File: src/rtl/hazard_ctrl.sv
// hazard_ctrl: pipeline sequencing controller for the 5-stage CPU.
// It decides hold/flush for the PC and pipeline registers and supplies the
// next PC. It handles load-use stalls, branch redirects, memory waits and
// the end-of-program drain/halt sequence.
module hazard_ctrl #(
  parameter logic [31:0] RESET_PC     = 32'h00400000,
  parameter logic [31:0] END_ADDR     = 32'h00400060,
  parameter int unsigned DRAIN_CYCLES = 4,
  parameter int unsigned STALL_CNT_W  = 16
) (
  input  logic                   clk,
  input  logic                   reset,
  input  logic [31:0]            pc_out,
  input  logic                   br_taken,
  input  logic [31:0]            br_target,
  input  logic [4:0]             id_rs,
  input  logic [4:0]             id_rt,
  input  logic                   id_use_rs,
  input  logic                   id_use_rt,
  input  logic                   ex_mem_read,
  input  logic [4:0]             ex_rt,
  input  logic                   mem_req,
  input  logic                   mem_ready,
  output logic [31:0]            pc_in,
  output logic                   pc_keep,
  output logic                   if_id_keep,
  output logic                   id_ex_keep,
  output logic                   ex_mem_keep,
  output logic                   if_id_flush,
  output logic                   id_ex_flush,
  output logic                   halted,
  output logic [1:0]             state,
  output logic [STALL_CNT_W-1:0] stall_cnt
);

  // Reject impossible parameter sets at elaboration; the drain counter is 4 bits.
  if (DRAIN_CYCLES < 1 || DRAIN_CYCLES > 15 || RESET_PC >= END_ADDR) begin : g_param_err
    $error("hazard_ctrl: DRAIN_CYCLES must be 1..15 and RESET_PC below END_ADDR");
  end

  typedef enum logic [1:0] {
    ST_RUN   = 2'd0,
    ST_DRAIN = 2'd1,
    ST_HALT  = 2'd2
  } state_e;

  localparam logic [3:0]             DRAIN_LOAD = 4'(DRAIN_CYCLES - 1);
  localparam logic [STALL_CNT_W-1:0] STALL_ONE  = {{(STALL_CNT_W-1){1'b0}}, 1'b1};
  localparam logic [STALL_CNT_W-1:0] STALL_MAX  = {STALL_CNT_W{1'b1}};

  state_e                   state_q, state_d;
  logic [3:0]               drain_cnt_q, drain_cnt_d;
  logic [STALL_CNT_W-1:0]   stall_cnt_q, stall_cnt_d;
  logic                     halted_q, halted_d;
  logic                     freeze;
  logic                     lu_hazard;

  assign freeze    = mem_req & ~mem_ready;
  assign lu_hazard = ex_mem_read & (ex_rt != 5'd0) &
                     ((id_use_rs & (id_rs == ex_rt)) | (id_use_rt & (id_rt == ex_rt)));

  assign state     = state_q;
  assign halted    = halted_q;
  assign stall_cnt = stall_cnt_q;

  // Per-cycle keep/flush decode and next-PC selection, in priority order.
  always_comb begin
    pc_in       = pc_out + 32'd4;
    pc_keep     = 1'b0;
    if_id_keep  = 1'b0;
    id_ex_keep  = 1'b0;
    ex_mem_keep = 1'b0;
    if_id_flush = 1'b0;
    id_ex_flush = 1'b0;
    if (state_q == ST_HALT || freeze) begin
      pc_keep     = 1'b1;
      if_id_keep  = 1'b1;
      id_ex_keep  = 1'b1;
      ex_mem_keep = 1'b1;
    end else if (br_taken) begin
      pc_in       = br_target;
      if_id_flush = 1'b1;
      id_ex_flush = 1'b1;
    end else if (lu_hazard) begin
      pc_keep     = 1'b1;
      if_id_keep  = 1'b1;
      id_ex_flush = 1'b1;
    end else if (state_q == ST_DRAIN) begin
      pc_keep     = 1'b1;
      if_id_flush = 1'b1;
    end else begin
      pc_in = pc_out + 32'd4;
    end
  end

  // Next state, drain countdown and saturating stall count; a freeze holds the FSM.
  always_comb begin
    state_d     = state_q;
    drain_cnt_d = drain_cnt_q;
    stall_cnt_d = stall_cnt_q;
    if (!freeze) begin
      case (state_q)
        ST_RUN: begin
          if (pc_out >= END_ADDR && !br_taken) begin
            state_d     = ST_DRAIN;
            drain_cnt_d = DRAIN_LOAD;
          end else begin
            state_d = ST_RUN;
          end
        end
        ST_DRAIN: begin
          if (br_taken) begin
            if (br_target < END_ADDR) begin
              state_d     = ST_RUN;
              drain_cnt_d = 4'd0;
            end else begin
              drain_cnt_d = DRAIN_LOAD;
            end
          end else if (drain_cnt_q == 4'd0) begin
            state_d = ST_HALT;
          end else begin
            drain_cnt_d = drain_cnt_q - 4'd1;
          end
        end
        ST_HALT: state_d = ST_HALT;
        default: begin
          state_d     = ST_RUN;
          drain_cnt_d = 4'd0;
        end
      endcase
    end else begin
      state_d = state_q;
    end
    if (state_q != ST_HALT && (freeze || lu_hazard) && stall_cnt_q != STALL_MAX) begin
      stall_cnt_d = stall_cnt_q + STALL_ONE;
    end else begin
      stall_cnt_d = stall_cnt_q;
    end
    halted_d = (state_d == ST_HALT);
  end

  // Sequencer state registers with asynchronous reset to RUN.
  always_ff @(posedge clk or posedge reset) begin
    if (reset) begin
      state_q     <= ST_RUN;
      drain_cnt_q <= 4'd0;
      stall_cnt_q <= '0;
      halted_q    <= 1'b0;
    end else begin
      state_q     <= state_d;
      drain_cnt_q <= drain_cnt_d;
      stall_cnt_q <= stall_cnt_d;
      halted_q    <= halted_d;
    end
  end

endmodule

File: config.mk
export PLATFORM = sky130hd
export DESIGN_NAME = hazard_ctrl
export DESIGN_NICKNAME = d
export VERILOG_FILES = /design/src/rtl/hazard_ctrl.sv
export SDC_FILE = /design/constraint.sdc
export NUM_CORES = 1
export LEC_CHECK = 0
export ABC_AREA = 0
export CORE_UTILIZATION = 38
export CTS_BUF_LIST = sky130_fd_sc_hd__clkbuf_16
export DETAILED_ROUTE_END_ITERATION = 7
export HOLD_SLACK_MARGIN = 0.05
export PLACE_DENSITY_LB_ADDON = 0.1
export REMOVE_ABC_BUFFERS = 1
export SETUP_SLACK_MARGIN = 0.15
export SLEW_MARGIN = 20
export SYNTH_ARGS = -nofsm -noshare
export SYNTH_HDL_FRONTEND = slang
export SYNTH_SLANG_ARGS = --single-unit
File: constraint.sdc
create_clock -name clk -period 2.4 [get_ports clk]
set_clock_uncertainty 0.15 [all_clocks]
set_input_delay 0.48 -clock clk [delete_from_list [all_inputs] [get_ports clk]]
set_output_delay 0.48 -clock clk [all_outputs]
set_load 0.01 [all_outputs]
==> impl_metrics.ini, run 1 <==
[global_routing]
grt_pass1_wl_um = 16930
met1_usage_pct = 36.05
antenna_violations_before_repair = 1
globalRoute.totalOverflow = 0
grt.met2_usage_pct = 64.49
gr-usage-met3_pct = 7.386
gr-max-usage-layer = met2
largest_net_degree_at_the_start_of_global_routing = 24
global_route.usage.total_pct = 34.28
first_global_vias = 3516

[place]
port_buffers = 143
placed_cell_area_um2 = 4368
dp_hpwl_um = 6886
gpl.final_weighted_congestion = 0.9222

[synthesis]
synth_edf_count = 0
muxShareOfSynthArea_pct = 1.924
number_of_synthesis_warnings = 0
post_synth_instance_area_um2 = 2341
postSynth.topFlopCell = sky130_fd_sc_hd__dfrtp_1
synth.most_common_cell = sky130_fd_sc_hd__nor2_1
synth_simple_gate_area_share_pct = 32.01
post_synth_inst_count = 311
synth.ff_latch_count = 23
yosys.area_share.adder_pct = 2.672
synth_area_leader_cell = sky130_fd_sc_hd__dfrtp_1
synth.top_cells.by_area = sky130_fd_sc_hd__dfrtp_1 (25%), sky130_fd_sc_hd__xor2_1 (12%), sky130_fd_sc_hd__xnor2_1 (7.9%), sky130_fd_sc_hd__a21oi_1 (7.5%), sky130_fd_sc_hd__nor2_1 (6.3%)
yosysUniqueCellTypes = 42
synth_sequential_area_ratio_pct = 24.59
synth_xor_area_share_pct = 19.83
post-synth-top-area-fraction_pct = 24.59
avgSynthCellArea_um2 = 7.527
most_common_library_cells_after_synthesis = sky130_fd_sc_hd__nor2_1 (39), sky130_fd_sc_hd__a21oi_1 (35), sky130_fd_sc_hd__xor2_1 (32)
synth_async_sr_flop_share_pct = 100.0
synth_area_in_compound_gates_pct = 14.86
dominant_combinational_cell_family_by_area_after_synthesis = simple AND/OR/NAND/NOR gates

[worst_setup_path]
cp-end-kind = primary output
critPathKind = input port to primary output
worstSetupStartpointType = input port
required_worst_endpoint_ns = 1.77
crit_fanout = 7
cp.arrival_ns = 1.95

[die]
die_area_um2 = 6479
die_h_um = 80.49
ioPinCount = 144
core_region_area_um2 = 5921
dieWidth_um = 80.49
row_count = 28
initial_utilization_pct = 39.54

[cts]
cts_root_buffer = sky130_fd_sc_hd__clkbuf_16
cts.path.max_buffers = 2
clock_tree_from_tritoncts = built
clkSinkCount = 23
clkTransAtPathRegs_ns = 0.06
h-tree-depth = 1
cts_inserted_buffers = 3
clk-insertion-delay-late_ns = 0.26

[route]
postRouteAntennaNets = 0
drc = 0
first_iter_violations = 297
detail_route.first_pass.iterations = 8
wl_um = 15030
wire_per_inst_um = 23.96
vias = 4008
mean_number_of_vias_per_cell = 6.392

[power]
sw_frac_of_total_pct = 41.32
p_switching_w = 0.001161
p_leak_nw = 2.376
power_report.internal_total_w = 0.001649
pwr-share-seq_pct = 21.6
share_of_power_burned_in_combinational_logic_pct = 65.4
pwr-share-clk_pct = 13.0
worst_ir_drop_vdd_mv = 0.7035
power_density_nw_per_um2 = 524.8

[timing]
postLayoutSetupSlackWorst_ns = -0.1824
rsz0062_at_grt = true
fin_worst_hold_slack_ns = 0.3458
hold_viol = 0
timing.final.max_slew_violations = 0
timing.max_slew.rel_slack_pct = 49.51
max_clock_freq_mhz = 387.2
fin_crit_period_ns = 2.582
worst_slew_pin_slew_ns = 0.7382
ratio_of_final_minimum_period_to_clock_period_pct = 107.6
timing.final.setup_violations = 19

[status]
violations = setup timing
status = finished with violations

[layout]
post_route_cells_drive_above_1_share_pct = 50.00
design_area_um2 = 5354
areaGrowthSynthToFinish_pct = 128.7
n_fill_cell = 214
nets = 645
antennaDiodeCount = 0
final_core_utilization_pct = 90.43

[run]
drv_cap = 0

[worst_hold_path]
type_of_the_worst_min_delay_path = flip-flop to flip-flop
==> worst max-delay path: stages <==
cell,delay (ns)
sky130_fd_sc_hd__buf_6,0.08
sky130_fd_sc_hd__and4_4,0.26
sky130_fd_sc_hd__and3_4,0.22
sky130_fd_sc_hd__and2_4,0.20
sky130_fd_sc_hd__nand4_1,0.14
sky130_fd_sc_hd__xor2_1,0.20
sky130_fd_sc_hd__a21oi_1,0.20
sky130_fd_sc_hd__buf_2,0.17
==> layout by cell type (no fill, tap or decap), drive strengths merged <==
| master | n |
|---|---|
| buf | 158 |
| clkdlybuf4s50 | 52 |
| nor2 | 39 |
| a21oi | 36 |
| xor2 | 32 |
| nand2 | 28 |
| dfrtp | 23 |
| dlygate4sd2 | 22 |
| xnor2 | 21 |
| nand3 | 19 |
| nor4 | 18 |
| inv | 13 |
| and3 | 11 |
| clkbuf | 11 |
| nand4 | 10 |
| clkdlybuf4s15 | 7 |
| nor3 | 6 |
| ha | 5 |
| nand2b | 5 |
| and2 | 4 |
| mux2 | 4 |
| a31oi | 3 |
| o22ai | 3 |
| o41ai | 3 |
| o31ai | 2 |
| o211ai | 2 |
| o21a | 2 |
| nor4b | 2 |
| and4 | 2 |
| o21ai | 2 |
| or2 | 1 |
| nor3b | 1 |
| or4 | 1 |
| nor2b | 1 |
| a211o | 1 |
| a41oi | 1 |
| a2111oi | 1 |
==> worst paths after layout <==
check / from / endpoint / slack (ns) / cells past startpoint
setup / recovery: pc_out[13] / pc_in[30] / -0.18 / 8
hold / removal: stall_cnt[4] / stall_cnt[4] / 0.35 / 1
setup reg to reg: state[1] / drain_cnt_q[2] / 0.13 / 7
hold reg to reg: stall_cnt[4] / stall_cnt[4] / 0.35 / 1
max in group asynchronous: reset / stall_cnt[4] / 1.44 / 3
min in group asynchronous: reset / stall_cnt[0] / 0.42 / 3
==> power groups by stage <==
stage          combinational [W]  sequential (W)  clock [W]
4_1_cts                  0.00157        0.000600   0.000359
3_3_place_gp             0.00137        0.000595          0
2_1_floorplan           0.000507        0.000638          0
6_report                 0.00184        0.000608   0.000364
5_1_grt                  0.00190        0.000623   0.000384
3_5_place_dp             0.00139        0.000603          0
==> timing repair <==
action	CTS	global route
gates resized for setup	365	97
setup endpoints to repair	59	43
hold endpoints to repair	0	0
pin swaps	73	46
gates cloned	7	1
hold buffers	0	0
setup buffers	18	8
==> stage by stage <==
step | setup TNS (ns) | cells | total power [W] | setup WS (ns)
2_1_floorplan | -12.36 | 301 | 0.001145 | -0.5130
3_3_place_gp | -32.95 | 589 | 0.001964 | -0.9823
3_5_place_dp | -34.18 | 589 | 0.001991 | -1.041
4_1_cts | -0.04790 | 618 | 0.002524 | -0.04430
5_1_grt | -2.608 | 627 | 0.002905 | -0.3387
6_report | -1.838 | 627 | 0.002810 | -0.1824
==> flip-flops by register name, summed over array words and instances (netlist names) <==
name and count:
state 2, drain_cnt_q 4, stall_cnt 16, halted 1
==> logic make-up after synthesis <==
kind of cell	after synthesis
AOI/OAI and AO/OA	56
muxes	4
xor gates and xnor gates	53
adders and majority gates	5
DFF	23
buffers and inverters	22
and+or+nand+nor	148
==> metal layers <==
layer,vias to the layer above,share of wire (%),wire (um)
li1,1598,-,-
met1,1856,33,5001
met2,401,47,7101
met3,151,10,1528
met4,2,9.2,1382
met5,-,0.073,11
==> cell type report <==
type	count	area (um2)	share of cell area, %
inverters	12	45.04	0.8413
clock inverters	1	3.754	0.07011
well taps	75	93.84	1.753
clock buffers	3	75.07	1.402
repair buffers	247	2253	42.09
multi-input cells	266	2307	43.09
flip-flops and latches	23	575.6	10.75
No activity file was read; power rests on OpenSTA's default activity.
==> run 2: changes to the inputs <==
==> constraint.sdc (replaced) <==
create_clock -name clk -period 2.4 [get_ports clk]
set_clock_uncertainty 0.15 [all_clocks]
set_input_delay 0.48 -clock clk [delete_from_list [all_inputs] [get_ports clk]]
set_output_delay 0.48 -clock clk [all_outputs]
set_load 0.05 [all_outputs]
==> run 2 against run 1 <==
The run now fails in clock tree synthesis (4_1_cts). Synthesized cell count stayed put. Area after synthesis unchanged.
==> impl_metrics.ini, run 2 <==
[synthesis]
avgSynthCellArea_um2 = 7.527
postSynth.topFlopCell = sky130_fd_sc_hd__dfrtp_1
yosysUniqueCellTypes = 42
synth.top_cells.by_area = sky130_fd_sc_hd__dfrtp_1 (25%), sky130_fd_sc_hd__xor2_1 (12%), sky130_fd_sc_hd__xnor2_1 (7.9%), sky130_fd_sc_hd__a21oi_1 (7.5%), sky130_fd_sc_hd__nor2_1 (6.3%)
number_of_synthesis_warnings = 0
synth.most_common_cell = sky130_fd_sc_hd__nor2_1
synth_async_sr_flop_share_pct = 100.0
synth_area_leader_cell = sky130_fd_sc_hd__dfrtp_1
post_synth_inst_count = 311
post-synth-top-area-fraction_pct = 24.59
synth_edf_count = 0
synth_sequential_area_ratio_pct = 24.59
post_synth_instance_area_um2 = 2341
synth.ff_latch_count = 23
most_common_library_cells_after_synthesis = sky130_fd_sc_hd__nor2_1 (39), sky130_fd_sc_hd__a21oi_1 (35), sky130_fd_sc_hd__xor2_1 (32)

[place]
placed_cell_area_um2 = 4696
port_buffers = 143
dp_hpwl_um = 7547
gpl.final_weighted_congestion = 0.9483

[die]
row_count = 28
dieWidth_um = 80.49
ioPinCount = 144
die_h_um = 80.49
initial_utilization_pct = 39.54

[cts]
cts_root_buffer = sky130_fd_sc_hd__clkbuf_16
cts_inserted_buffers = 3
clkSinkCount = 23
h-tree-depth = 1
post_cts_sizing = 325
post_cts_buffers = 20
cts.path.max_buffers = 2
holdBufCountCts = 0

[status]
halt_reason = [ERROR DPL-0038] Utilization greater than 100%, impossible to legalize
outcome.stop_stage = clock tree synthesis (4_1_cts)
status = stopped before the end
-- run 2: cell counts after synthesis --
No cell type changed its count.
-- run 2: cell families after synthesis --
logic type,count (synthesis),synth area share (%)
AND/OR/NAND/NOR,148,32.02
AO/OA/AOI/OAI,56,14.86
XOR/XNOR,53,19.83
flip-flops,23,24.59
buffers and inverters,22,4.115
adder cells (fa/ha/maj),5,2.672
multiplexers,4,1.924
-- run 2: metrics by stage --
stage / instances / setup TNS (ns) / setup WS [ns]
after detailed placement: 587 / -27.08 / -0.8360
after global placement: 587 / -24.46 / -0.7128
after floorplan: 301 / -41.37 / -1.216
==> run 3: changes to the inputs <==
==> config.mk (replaced) <==
export PLATFORM = sky130hd
export DESIGN_NAME = hazard_ctrl
export DESIGN_NICKNAME = d
export VERILOG_FILES = /design/src/rtl/hazard_ctrl.sv
export SDC_FILE = /design/constraint.sdc
export NUM_CORES = 1
export LEC_CHECK = 0
export ABC_AREA = 0
export CORE_UTILIZATION = 30
export DETAILED_ROUTE_END_ITERATION = 7
export PLACE_DENSITY_LB_ADDON = 0.15
export REMOVE_ABC_BUFFERS = 1
export SLEW_MARGIN = 20
export SYNTH_ARGS = -nofsm -noshare
export SYNTH_HDL_FRONTEND = slang
export SYNTH_SLANG_ARGS = --single-unit
==> run 3 against run 2 <==
The flow now finishes, with violations (setup timing).
==> impl_metrics.ini, run 3 (same netlist as run 1, synthesis figures left out) <==
[timing]
fin_crit_period_ns = 2.548
worst_slew_pin_slew_ns = 0.5093
timing.max_slew.rel_slack_pct = 65.94
fin_tns_setup_ns = -0.5331
postLayoutSetupSlackWorst_ns = -0.1481
hold_viol = 0
timing.final.setup_violations = 12
ratio_of_final_minimum_period_to_clock_period_pct = 106.2
max_clock_freq_mhz = 392.4
rsz0062_at_grt = true
timing.final.max_slew_violations = 0

[die]
die_area_um2 = 8160
ioPinCount = 144
die_h_um = 90.34
core_region_area_um2 = 7408
dieWidth_um = 90.34
initial_utilization_pct = 31.60
row_count = 31

[cts]
h-tree-depth = 1
cts.path.max_buffers = 2
clk-insertion-delay-late_ns = 0.27
clkTransAtPathRegs_ns = 0.09
clkSinkCount = 23
cts_inserted_buffers = 3
clock_tree_from_tritoncts = built
cts_root_buffer = sky130_fd_sc_hd__clkbuf_8

[layout]
final_cell_mix = sky130_fd_sc_hd__buf_4 (77), sky130_fd_sc_hd__clkdlybuf4s50_1 (56), sky130_fd_sc_hd__buf_12 (38), sky130_fd_sc_hd__nor2_1 (33), sky130_fd_sc_hd__xor2_1 (24)
antennaDiodeCount = 0
most_common_library_cell_in_the_layout_ignoring_fill_and_taps = sky130_fd_sc_hd__buf_4
stdcell_count = 634
largest_register_ff_count = 16
nets = 628
post_route_cells_drive_above_1_share_pct = 48.04
areaGrowthSynthToFinish_pct = 138.6
final_core_utilization_pct = 75.41

[route]
postRouteAntennaNets = 0
first_iter_violations = 104
wire_per_inst_um = 16.76
detail_route.first_pass.iterations = 4
drc = 0
mean_number_of_vias_per_cell = 5.205
vias = 3300
wl_um = 10630

[worst_setup_path]
worstSetupStartpointType = input port
critPathKind = input port to primary output
cp-end-kind = primary output
timing.reg2reg.setup_slack_ns = 0.21
cp.arrival_ns = 1.92
crit-reg2reg-launch = stall_cnt[6]
worst_r2r_path_depth = 7
startpoint = ex_rt[2]
timing.rr.end = stall_cnt[15]
crit_fanout = 3
required_worst_endpoint_ns = 1.77

[power]
worst_ir_drop_vdd_mv = 0.3905
total_power_w = 0.003413
power_density_nw_per_um2 = 611.0
p_leak_nw = 2.453

[run]
drv_cap = 0

[place]
place_ws_ns = -0.7590
gpl.final_weighted_congestion = 0.9255
dp_hpwl_um = 7419
port_buffers = 143
dp_cells = 610

[status]
violations = setup timing
status = finished with violations

[worst_hold_path]
cell_depth_of_the_worst_min_delay_path = 1
timing.hold.worst.start = stall_cnt[4]
type_of_the_worst_min_delay_path = flip-flop to flip-flop
timing.hold.worst_endpoint = stall_cnt[4]

[global_routing]
first_global_vias = 3389
antenna_violations_before_repair = 0
largest_net_degree_at_the_start_of_global_routing = 24
global_route.usage.total_pct = 24.52
globalRoute.totalOverflow = 0
grt_pass1_wl_um = 16340
==> run 3: how the worst max path moves through the flow <==
stage,end,slack [ns],cells after the start
detailed placement,pc_in[22],-0.76,9
floorplan,pc_in[2],-1.22,4
global placement,pc_in[22],-0.73,9
CTS,if_id_flush,-0.23,7
finish,if_id_flush,-0.15,7
global route,if_id_flush,-0.18,7
==> run 3: layout make-up <==
class                           count  area (um2)
Tap cell                           99       123.9
Inverter                           12       45.04
Fill cell                         488        1822
Sequential cell                    23       575.6
Multi-Input combinational cell    266        2265
Clock buffer                        3       41.29
Clock inverter                      1       7.507
Timing Repair Buffer              230        2529
==> run 3: routing by layer <==
metal  part of all wire, %  vias up  track usage (%)
li1                      -     1555                -
met1                    38     1595            27.65
met2                    54      125            45.67
met3                   5.9       25            4.714
met4                   2.7        0            8.468
met5                     0        -                0
==> run 3: report_power, final <==
part           total (W)  internal [W]  leakage [nW]  switching, W
combinational    0.00257       0.00116          2.15       0.00141
clock           0.000251      0.000117        0.0217      0.000134
sequential      0.000597      0.000492         0.284      0.000105
total            0.00341       0.00176          2.45       0.00165
==> run 3: critical path, stage by stage <==
cell and delay, ns:
sky130_fd_sc_hd__buf_6 0.10, sky130_fd_sc_hd__or4_4 0.52, sky130_fd_sc_hd__o21a_4 0.23, sky130_fd_sc_hd__a21oi_2 0.13, sky130_fd_sc_hd__o211ai_1 0.10, sky130_fd_sc_hd__o31ai_2 0.11, sky130_fd_sc_hd__clkbuf_16 0.24
==> run 3: repair_timing <==
item	in CTS	in global routing
setup buffers	11	6
gates resized for setup	208	83
gates cloned	3	0
pin swaps	47	39
endpoints found under the setup margin	57	41
hold buffers	0	0
==> run 3: metrics by stage <==
step	instance area [um2]	hold slack, ns
after floorplan	2290	0.3319
after detailed placement	4716	0.3289
after global routing	5587	0.3531
after CTS	5294	0.3416
after global placement	4716	0.3241
final	5587	0.3332
